File: src/rtl/way_pkg.sv
// -----------------------------------------------------------------------------
// way_pkg
// Shared types and helpers for one way of a set-associative cache.
//   op_e     : request opcode, encoded as {cmp, write}
//   state_e  : controller states of way_set
//   idx_width: address width for a power-of-two count (at least 1 bit)
// -----------------------------------------------------------------------------
package way_pkg;

  typedef enum logic [1:0] {
    OP_READ      = 2'b00,
    OP_FILL      = 2'b01,
    OP_CMP_READ  = 2'b10,
    OP_CMP_WRITE = 2'b11
  } op_e;

  typedef enum logic [1:0] {
    S_IDLE  = 2'd0,
    S_DONE  = 2'd1,
    S_FLUSH = 2'd2,
    S_FDONE = 2'd3
  } state_e;

  // A single-entry array still needs a 1-bit select so ports stay legal.
  function automatic int idx_width(input int n);
    return (n > 1) ? $clog2(n) : 1;
  endfunction

endpackage

File: src/rtl/way_set_if.sv
// -----------------------------------------------------------------------------
// way_set_if
// Request/response bundle between the cache controller and one cache way.
//   master (controller): drives enable, cmp, write, index, word, tag, data_in,
//                        valid_in, flush; observes the response signals.
//   slave  (way_set)   : drives hit, dirty, tag_out, data_out, valid, ack,
//                        busy, flush_done.
// enable is held until ack, flush is held until flush_done (four-phase).
// -----------------------------------------------------------------------------
interface way_set_if #(
  parameter int DATA_W = 16,
  parameter int TAG_W  = 5,
  parameter int WORDS  = 4,
  parameter int SETS   = 8
);
  import way_pkg::*;

  localparam int WORD_W = idx_width(WORDS);
  localparam int IDX_W  = idx_width(SETS);

  logic              enable;
  logic              cmp;
  logic              write;
  logic [IDX_W-1:0]  index;
  logic [WORD_W-1:0] word;
  logic [TAG_W-1:0]  tag;
  logic [DATA_W-1:0] data_in;
  logic              valid_in;
  logic              flush;

  logic              hit;
  logic              dirty;
  logic [TAG_W-1:0]  tag_out;
  logic [DATA_W-1:0] data_out;
  logic              valid;
  logic              ack;
  logic              busy;
  logic              flush_done;

  modport master (
    output enable, cmp, write, index, word, tag, data_in, valid_in, flush,
    input  hit, dirty, tag_out, data_out, valid, ack, busy, flush_done
  );

  modport slave (
    input  enable, cmp, write, index, word, tag, data_in, valid_in, flush,
    output hit, dirty, tag_out, data_out, valid, ack, busy, flush_done
  );

endinterface

File: src/rtl/way_line_mem.sv
// -----------------------------------------------------------------------------
// way_line_mem
// Data (SETS x WORDS x DATA_W) and tag (SETS x TAG_W) storage for one way.
// One shared write address; data and tag have separate write enables.
// Reads are asynchronous, so the value seen in the write cycle is the
// pre-write contents.
//   clk     : write clock
//   we      : write w_data to data[index][word]
//   tag_we  : write w_tag to tag[index]
//   index   : line select (read and write)
//   word    : word select (read and write)
//   rd_data : data[index][word]
//   rd_tag  : tag[index]
// -----------------------------------------------------------------------------
module way_line_mem
  import way_pkg::*;
#(
  parameter int DATA_W = 16,
  parameter int TAG_W  = 5,
  parameter int WORDS  = 4,
  parameter int SETS   = 8,
  localparam int WORD_W = idx_width(WORDS),
  localparam int IDX_W  = idx_width(SETS)
) (
  input  logic              clk,
  input  logic              we,
  input  logic              tag_we,
  input  logic [IDX_W-1:0]  index,
  input  logic [WORD_W-1:0] word,
  input  logic [DATA_W-1:0] w_data,
  input  logic [TAG_W-1:0]  w_tag,
  output logic [DATA_W-1:0] rd_data,
  output logic [TAG_W-1:0]  rd_tag
);

  logic [DATA_W-1:0] data_mem [SETS][WORDS];
  logic [TAG_W-1:0]  tag_mem  [SETS];

  // NOTE: storage arrays carry no reset (line validity lives in resettable
  // flops elsewhere), and clocked state is always written with <= so every
  // flop samples pre-edge values.
  always_ff @(posedge clk) begin
    if (we)     data_mem[index][word] <= w_data;
    if (tag_we) tag_mem[index]        <= w_tag;
  end

  assign rd_data = data_mem[index][word];
  assign rd_tag  = tag_mem[index];

endmodule

File: src/rtl/way_set.sv
// -----------------------------------------------------------------------------
// way_set
// One way of a set-associative cache: SETS lines of WORDS words, with per-line
// tag, valid and dirty. Serves READ / FILL / CMP_READ / CMP_WRITE requests with
// one-cycle latency and runs a SETS-cycle flush sweep clearing valid/dirty.
//   clk   : clock, all state on the rising edge
//   rst_n : asynchronous active-low reset
//   bus   : way_set_if.slave request/response bundle
// Response values are captured at the accepting edge and held until the next
// request completes; ack, busy and flush_done decode the controller state.
// -----------------------------------------------------------------------------
module way_set
  import way_pkg::*;
#(
  parameter int DATA_W = 16,
  parameter int TAG_W  = 5,
  parameter int WORDS  = 4,
  parameter int SETS   = 8,
  localparam int IDX_W = idx_width(SETS)
) (
  input logic      clk,
  input logic      rst_n,
  way_set_if.slave bus
);

  localparam logic [IDX_W-1:0] LAST_LINE = IDX_W'(SETS - 1);

  state_e            state_q, state_d;
  logic [IDX_W-1:0]  cnt_q;
  logic [SETS-1:0]   valid_q, dirty_q;

  logic              hit_q, dirty_out_q, valid_out_q;
  logic [TAG_W-1:0]  tag_out_q;
  logic [DATA_W-1:0] data_out_q;

  op_e               op;
  logic              accept, tag_match, mem_we, tag_we;
  logic [DATA_W-1:0] rd_data;
  logic [TAG_W-1:0]  rd_tag;

  assign op        = op_e'({bus.cmp, bus.write});
  assign tag_match = valid_q[bus.index] && (rd_tag == bus.tag);
  // A compare-write that misses must leave the line untouched.
  assign mem_we    = accept && ((op == OP_FILL) || (op == OP_CMP_WRITE && tag_match));
  assign tag_we    = accept && (op == OP_FILL);

  way_line_mem #(
    .DATA_W (DATA_W),
    .TAG_W  (TAG_W),
    .WORDS  (WORDS),
    .SETS   (SETS)
  ) u_mem (
    .clk     (clk),
    .we      (mem_we),
    .tag_we  (tag_we),
    .index   (bus.index),
    .word    (bus.word),
    .w_data  (bus.data_in),
    .w_tag   (bus.tag),
    .rd_data (rd_data),
    .rd_tag  (rd_tag)
  );

  // NOTE: every signal assigned in this block gets a default first, so no
  // path through the case statement can infer a latch.
  always_comb begin
    state_d = state_q;
    accept  = 1'b0;
    unique case (state_q)
      S_IDLE: begin
        // flush has priority; a held request waits for the sweep to finish
        if (bus.flush) begin
          state_d = S_FLUSH;
        end else if (bus.enable) begin
          accept  = 1'b1;
          state_d = S_DONE;
        end
      end
      S_DONE:  if (!bus.enable)       state_d = S_IDLE;
      S_FLUSH: if (cnt_q == LAST_LINE) state_d = S_FDONE;
      S_FDONE: if (!bus.flush)        state_d = S_IDLE;
      default: state_d = S_IDLE;
    endcase
  end

  always_ff @(posedge clk or negedge rst_n) begin
    if (!rst_n) state_q <= S_IDLE;
    else        state_q <= state_d;
  end

  // Sweep pointer: restarts at 0 whenever idle and parks on the last line so
  // it only returns to 0 through the exit back to IDLE.
  always_ff @(posedge clk or negedge rst_n) begin
    if (!rst_n) begin
      cnt_q <= '0;
    end else if (state_q == S_IDLE) begin
      cnt_q <= '0;
    end else if (state_q == S_FLUSH && cnt_q != LAST_LINE) begin
      cnt_q <= cnt_q + IDX_W'(1);
    end
  end

  always_ff @(posedge clk or negedge rst_n) begin
    if (!rst_n) begin
      valid_q <= '0;
      dirty_q <= '0;
    end else if (state_q == S_FLUSH) begin
      valid_q[cnt_q] <= 1'b0;
      dirty_q[cnt_q] <= 1'b0;
    end else if (accept) begin
      if (op == OP_FILL) begin
        valid_q[bus.index] <= bus.valid_in;
        dirty_q[bus.index] <= 1'b0;
      end else if (op == OP_CMP_WRITE && tag_match) begin
        dirty_q[bus.index] <= 1'b1;
      end
    end
  end

  // Responses reflect the line as it was before this request's update.
  always_ff @(posedge clk or negedge rst_n) begin
    if (!rst_n) begin
      hit_q       <= 1'b0;
      dirty_out_q <= 1'b0;
      valid_out_q <= 1'b0;
      tag_out_q   <= '0;
      data_out_q  <= '0;
    end else if (accept) begin
      hit_q       <= bus.cmp && tag_match;
      dirty_out_q <= dirty_q[bus.index];
      valid_out_q <= valid_q[bus.index];
      tag_out_q   <= rd_tag;
      data_out_q  <= rd_data;
    end
  end

  assign bus.hit        = hit_q;
  assign bus.dirty      = dirty_out_q;
  assign bus.valid      = valid_out_q;
  assign bus.tag_out    = tag_out_q;
  assign bus.data_out   = data_out_q;
  assign bus.ack        = (state_q == S_DONE);
  assign bus.busy       = (state_q != S_IDLE);
  assign bus.flush_done = (state_q == S_FDONE);

endmodule
File: src/flat_wrapper.sv
// flat-port wrapper written by rule: the top's interface ports become plain ports
module way_set_flat import way_pkg::*;
#(
  parameter int DATA_W = 16,
  parameter int TAG_W  = 5,
  parameter int WORDS  = 4,
  parameter int SETS   = 8,
  localparam int IDX_W = idx_width(SETS)
)
  (clk, rst_n, bus_enable, bus_cmp, bus_write, bus_index, bus_word, bus_tag, bus_data_in, bus_valid_in, bus_flush, bus_hit, bus_dirty, bus_tag_out, bus_data_out, bus_valid, bus_ack, bus_busy, bus_flush_done);
  way_set_if #(.DATA_W(DATA_W), .TAG_W(TAG_W), .WORDS(WORDS), .SETS(SETS)) bus_i ();
  input logic clk;
  input logic rst_n;
  input wire logic [$bits(bus_i.enable)-1:0] bus_enable;
  input wire logic [$bits(bus_i.cmp)-1:0] bus_cmp;
  input wire logic [$bits(bus_i.write)-1:0] bus_write;
  input wire logic [$bits(bus_i.index)-1:0] bus_index;
  input wire logic [$bits(bus_i.word)-1:0] bus_word;
  input wire logic [$bits(bus_i.tag)-1:0] bus_tag;
  input wire logic [$bits(bus_i.data_in)-1:0] bus_data_in;
  input wire logic [$bits(bus_i.valid_in)-1:0] bus_valid_in;
  input wire logic [$bits(bus_i.flush)-1:0] bus_flush;
  output wire logic [$bits(bus_i.hit)-1:0] bus_hit;
  output wire logic [$bits(bus_i.dirty)-1:0] bus_dirty;
  output wire logic [$bits(bus_i.tag_out)-1:0] bus_tag_out;
  output wire logic [$bits(bus_i.data_out)-1:0] bus_data_out;
  output wire logic [$bits(bus_i.valid)-1:0] bus_valid;
  output wire logic [$bits(bus_i.ack)-1:0] bus_ack;
  output wire logic [$bits(bus_i.busy)-1:0] bus_busy;
  output wire logic [$bits(bus_i.flush_done)-1:0] bus_flush_done;
  assign bus_i.enable = bus_enable;
  assign bus_i.cmp = bus_cmp;
  assign bus_i.write = bus_write;
  assign bus_i.index = bus_index;
  assign bus_i.word = bus_word;
  assign bus_i.tag = bus_tag;
  assign bus_i.data_in = bus_data_in;
  assign bus_i.valid_in = bus_valid_in;
  assign bus_i.flush = bus_flush;
  assign bus_hit = bus_i.hit;
  assign bus_dirty = bus_i.dirty;
  assign bus_tag_out = bus_i.tag_out;
  assign bus_data_out = bus_i.data_out;
  assign bus_valid = bus_i.valid;
  assign bus_ack = bus_i.ack;
  assign bus_busy = bus_i.busy;
  assign bus_flush_done = bus_i.flush_done;
  way_set #(.DATA_W(DATA_W), .TAG_W(TAG_W), .WORDS(WORDS), .SETS(SETS)) u_core (.clk(clk), .rst_n(rst_n), .bus(bus_i));
endmodule
File: config.mk
export PLATFORM = sky130hd
export DESIGN_NAME = way_set_flat
export DESIGN_NICKNAME = d
export VERILOG_FILES = /design/src/rtl/way_pkg.sv /design/src/rtl/way_set_if.sv /design/src/rtl/way_line_mem.sv /design/src/rtl/way_set.sv /design/src/flat_wrapper.sv
export SDC_FILE = /design/constraint.sdc
export NUM_CORES = 1
export LEC_CHECK = 0
export CAP_MARGIN = 20
export CORE_MARGIN = 3
export CORE_UTILIZATION = 60
export CTS_BUF_LIST = sky130_fd_sc_hd__clkbuf_8
export CTS_CLUSTER_DIAMETER = 120
export DETAILED_ROUTE_END_ITERATION = 10
export PLACE_DENSITY = 0.78
export SLEW_MARGIN = 20
export SYNTH_ARGS = -nofsm -noshare
export SYNTH_HDL_FRONTEND = slang
export SYNTH_SLANG_ARGS = --single-unit
File: constraint.sdc
create_clock -name clk -period 3.7 [get_ports clk]
set_input_delay 0.74 -clock clk [delete_from_list [all_inputs] [get_ports clk]]
set_output_delay 0.74 -clock clk [all_outputs]
set_load 0.01 [all_outputs]
After elaboration in Yosys (flattened, before gate mapping):

Memory sizes are Yosys's and may differ from the RTL's.
Cells that the tools add are included.

* order comparisons: 6
* multiplexer cells: 36
* bitwise operators: 7
* reductions and logical operators: 19
* add/sub/neg operators: 1
* equal/unequal tests: 12

Operator list (number)
* 2-to-1 mux 64 bit: 1
* 2-to-1 mux 8 bit: 7
* 2-to-1 mux 16 bit: 3
* binary-select mux 16 bit (select 2 bit): 1
* demux 16 bit (select 2 bit): 1
* AND 8 bit: 3
* NOT 8 bit: 2
* 2-to-1 mux 1 bit: 10
* 2-to-1 mux 2 bit: 5
* logical AND 1 bit: 9
* bitwise mux 8 bit: 1
* < comparator 3 x 4 -> 1 bit (second input constant): 2
* OR 8 bit: 1
* one-hot mux 2 bit (4 select lines): 1
* nonzero test 2 bit: 4
* binary-select mux 1 bit (select 3 bit): 2
* demux 1 bit (select 3 bit): 2
* == test 2 bit (second input constant): 3
* >= comparator 3 x 1 -> 1 bit (second input constant): 2
* 2-to-1 mux 3 bit: 2
* inequality test 3 bit (second input constant): 2
* == test 5 bit: 1
* == test 2 x 1 -> 1 bit (second input constant): 2
* inequality test 2 bit (second input constant): 2
* 11 further kinds: 12

* input port bits: 33
* output and inout port bits: 27
* bits in writable memories: 552
* memories kept: 2
* register bits after elaboration: 45
* word-level logic and storage cells: 92

Memories
* u_core.u_mem.data_mem: words 8, bits a word 64, read ports 1, clocked after memory_dff 0, wr ports 1, line way_line_mem.sv:36 `logic [DATA_W-1:0] data_mem [SETS][WORDS];`
* u_core.u_mem.tag_mem: words 8, bits a word 5, read ports 1, clocked after memory_dff 0, wr ports 1, line way_line_mem.sv:37 `logic [TAG_W-1:0] tag_mem [SETS];`

Depth between registers and ports, before layout:

* depth in word-level cells: 9
* gate-level depth with buffers: 12
* mapped depth without buffers: 6

Hierarchy:

A second synthesis with hierarchy kept.

* cells, all modules: 1092
* area, all modules: 23560.1 um^2

Modules (own cells, without submodules)
* way_line_mem: area an instance 21165.3 um^2, sequential area each 16575.9 um^2, instances 1, cells each 876
* way_set: area an instance 2394.8 um^2, sequential area each 1126.1 um^2, instances 1, cells each 216

Worst setup path before layout:

OpenSTA, ideal clock, no wires.

* path kind: input-to-reg
* from: input bus_index[0]
* to: memory u_core.u_mem.data_mem[7][16] in the netlist's numbering (enable)
* path buffers: 2
* library setup time: 0.409 ns
* required time: 3.291 ns
* path slack: -0.134 ns
* data arrival time: 3.424 ns
* stages on the path: 8
* cell sequence: buf_6 > buf_6 > mux2i_1 > o22ai_1 > or3_1 > a2111oi_4 > a21oi_2 > nor3_1

* word-level cells in the longest chain between the ends: 8
* elaborated cells between the ends (all ways): 10
* classes of those cells: eq/ne (1); mux (4); reduce/logical (4); memory (1)

RTL lines
* from (decl): line flat_wrapper.sv:17 `input wire logic [$bits(bus_i.index)-1:0] bus_index;`
* memory read (8 x 5 bit) / binary-select mux 1 bit (select 3 bit) (equally long branches)
* == test 5 bit / 2-to-1 mux 1 bit (equally long branches): line way_set.sv:42 `assign tag_match = valid_q[bus.index] && (rd_tag == bus.tag);`
* logical AND 1 bit: line way_set.sv:42
* logical AND 1 bit: line way_set.sv:44 `assign mem_we = accept && ((op == OP_FILL) || (op == OP_CMP_WRITE && tag_match));`
* logical OR 1 bit: line way_set.sv:44
* logical AND 1 bit: line way_set.sv:44
* 2-to-1 mux 1 bit: line way_line_mem.sv:43 `if (we) data_mem[index][word] <= w_data;`
* 2-to-1 mux 64 bit (not written as such): line way_line_mem.sv:43
* to (decl): line way_line_mem.sv:36

Parallel ways exist; a longest one is shown, timed or not. The select of a mux whose other input is x is not followed.

Worst setup path after layout:

* from: input bus_index[0]
* to: memory u_core.u_mem.data_mem[5][34] in the netlist's numbering (enable)

The elaborated chain is that of the path after synthesis.

==> results.toml <==
[floorplan]
fp.dieH_um = 205
die_w_um = 205
core-area_um2 = 38800
rows = 72
start_util_pct = 61.0
dieArea_um2 = 41900
io_pins = 60

[placed_design]
gp_congestion = 0.958
hpwl_um = 40900
preCtsSetupSlack_ns = 0.134
io_buffer_count = 59
dpl_cell_area_um2 = 25400

[sta]
drv_slew = 0
max_freq_ghz = 0.340
setup_viol = 0
slew_headroom_pct = 21.3
rsz0062_at_grt = "no"
period_minus_slack_ns = 2.94
period_share_pct = 79.5
final.setup.tns_ns = 0
hold_violations = 0
worst_pin_slew_ns = 1.15
fin_skew_ns = 0.0422
setup_ws_ns = 0.760

[global_route]
antenna_found_initial = 1
grt_pass1_wl_um = 96900
grt_max_degree = 99
grt_pass1_vias = 14300
overflow = 0
grt_util_all_layers_pct = 32.2

[power]
pwr-share-clk_pct = 35.9
powerDensity_nw_per_um2 = 529
power_frac_comb_pct = 10.4
internal_power_w = 0.0109
total_power_w = 0.0144
p_switching_w = 0.00353
ir_drop_mv = 0.373
seqPwrFrac_pct = 53.7
sw_frac_of_total_pct = 24.5
p_leak_nw = 9.23

[hold_path]
hold_class = "in -> async"

[synth]
synthAdderAreaFrac_pct = 0.106
synth-xor-area-share_pct = 0.111
synth_common_cells = "552 x edfxtp_1, 70 x nor2_1, 68 x mux2i_1, 68 x nand2_1, 65 x a21oi_1"
synth_compound_gate_area_share_pct = 9.46
synth-seq-cells = 597
ys_types = 71
synthMuxAreaShare_pct = 8.31
async_reset_ff_share_pct = 7.54
syn_area_um2 = 23700
synth_edf_count = 552
synth_top_family_by_area = "compound AO/OA/AOI/OAI gates"
netlist_instances = 1384
ys_seq_area_share_pct = 74.8
syn_nets = 1419
ys.flop_type = "edfxtp_1"
ys_top_cells_by_area = "edfxtp_1 70%, dfrtp_1 4.8%, mux4_2 3.2%"
synth_top_area_share_pct = 70.0
yosys.area_share.simple_pct = 5.12
netlist.top_cell.by_area = "edfxtp_1"
ys.warnings.count = 0
yosysMostFrequentCell = "edfxtp_1"
avgSynthCellArea_um2 = 17.1

[route]
ant_nets = 0
via_count = 14700
drt-initial-drc-count = 2575
drtPass1Iterations = 6
via_per_inst = 6.82
wirelength_um = 66600
drc = 0
wire_per_inst_um = 30.9

[cts]
clock_path_buffers = 3
cts_made_buffers = 91
cts_hold_buf = 0
cts-resized-gates = 0
postCtsSetupBuffers = 0
clkSlewWorstSetupHoldPaths_ns = 0.06
root_buffer = "clkbuf_8"
clock_sinks = 597
cts_tree = "built"
htreeDepth = 3
insertion_delay_ns = 0.66

[final_layout]
areaGrowthSynthToFinish_pct = 14.8
nets = 1593
fin_area_um2 = 27200
drive_gt1_share_pct = 21.6

[setup_path]
crit_type = "in -> reg"
cp_data_required_time_ns = 4.05
cp_max_fo = 75
reg2reg_depth = 8
cp-start-kind = "primary input"
endpoint_kind = "register"
cp_data_arrival_time_ns = 3.29

[run]
max_cap_violations = 0

[run_status]
status = "complete, no violations"
layer usage:
layer	part of all wire [%]	vias up	GRT usage (%)	wire [µm]
met5	0	-	0	0
met4	5.2	0	15.4	3480
met3	14	229	9.96	9280
met2	45	1289	47.8	30000
met1	36	7190	44.1	23800
li1	-	5952	-	-
cell families after synthesis:
family,count (synthesis)
buffers and inverters,98
DFF,597
and+or+nand+nor,227
adders and majority gates,2
AOI/OAI and AO/OA,310
xor gates and xnor gates,3
muxes,147
registers in the layout (all words and copies together) (netlist names), named ones only:
| signal | flops |
|---|---|
| u_core.cnt_q | 3 |
| u_core.u_mem.tag_mem | 40 |
| u_core.state_q | 2 |
| u_core.bus.dirty | 1 |
| u_core.u_mem.data_mem | 512 |
| u_core.bus.tag_out | 5 |
| u_core.bus.hit | 1 |
| u_core.bus.valid | 1 |
| u_core.bus.data_out | 16 |
| u_core.valid_q | 8 |
cell usage in the layout (no fill, tap or decap), drive strengths merged, types with 4 or more instances in the layout:
master	netlist	routed
a22o	20	20
dfrtp	45	45
inv	5	41
a22oi	38	38
mux2	43	43
clkinv	0	23
a221oi	54	54
a211oi	4	4
nand3	7	7
nor2	71	71
a31oi	10	10
mux2i	70	70
and2	9	9
nand2b	7	7
o22ai	10	10
or2	5	5
o221ai	7	7
o211ai	8	8
o21ai	41	41
mux4	34	34
buf	47	131
clkbuf	46	107
o2bb2ai	5	5
nand3b	4	4
o41ai	6	6
a21oi	66	66
nor2b	9	9
nand2	68	68
clkdlybuf4s50	0	43
edfxtp	552	552
nor3	34	34
a221o	14	14
per-stage QoR:
step | util, % | hold WS, ns | instances
after floorplan | - | 0.444 | 1384
after global placement | 65.4 | 0.458 | 1982
after detailed placement | 65.5 | 0.468 | 1983
after CTS | 70.0 | 0.0764 | 2150
after global routing | 70.0 | 0.126 | 2150
final | 70.0 | 0.0977 | 2151
cell type report:
class	instances	area, µm²
Multi-Input combinational cell	689	5500
Tap cell	518	648
Timing Repair Buffer	174	1560
Sequential cell	597	17700
Clock inverter	60	270
Fill cell	2398	11700
Clock buffer	107	1470
Antenna cell	1	2.50
Inverter	5	18.8
critical path: stages:
cell       delay [ns]
buf_6            0.21
buf_12           0.39
mux2i_1          0.26
o22a_1           0.19
a21oi_1          0.12
a2111oi_4        0.36
a21oi_4          0.24
buf_12           0.22
nor3_2           0.23
buf_4            0.29
worst paths after layout:
kind / from / endpoint / slack (ns)
max in group asynchronous: rst_n / u_core.bus.data_out[8] / 2.82
setup / recovery: bus_index[0] / u_core.u_mem.data_mem[5][34] / 0.76
min in group clk: u_core.bus.valid / u_core.bus.valid / 0.48
setup reg to reg: u_core.u_mem.tag_mem[0][3] / u_core.u_mem.data_mem[5][34] / 0.83
hold / removal: rst_n / u_core.valid_q[2] / 0.1
hold reg to reg: u_core.bus.valid / u_core.bus.valid / 0.48
power by group through the flow:
stage | sequential, W | combinational (W) | clock [W]
2_1_floorplan | 0.00781 | 0.000695 | 0
3_3_place_gp | 0.00784 | 0.00143 | 0
3_5_place_dp | 0.00785 | 0.00147 | 0
4_1_cts | 0.00771 | 0.00148 | 0.00521
5_1_grt | 0.00772 | 0.00158 | 0.00551
6_report | 0.00772 | 0.00150 | 0.00517
Power figures use the tool's default switching activity.
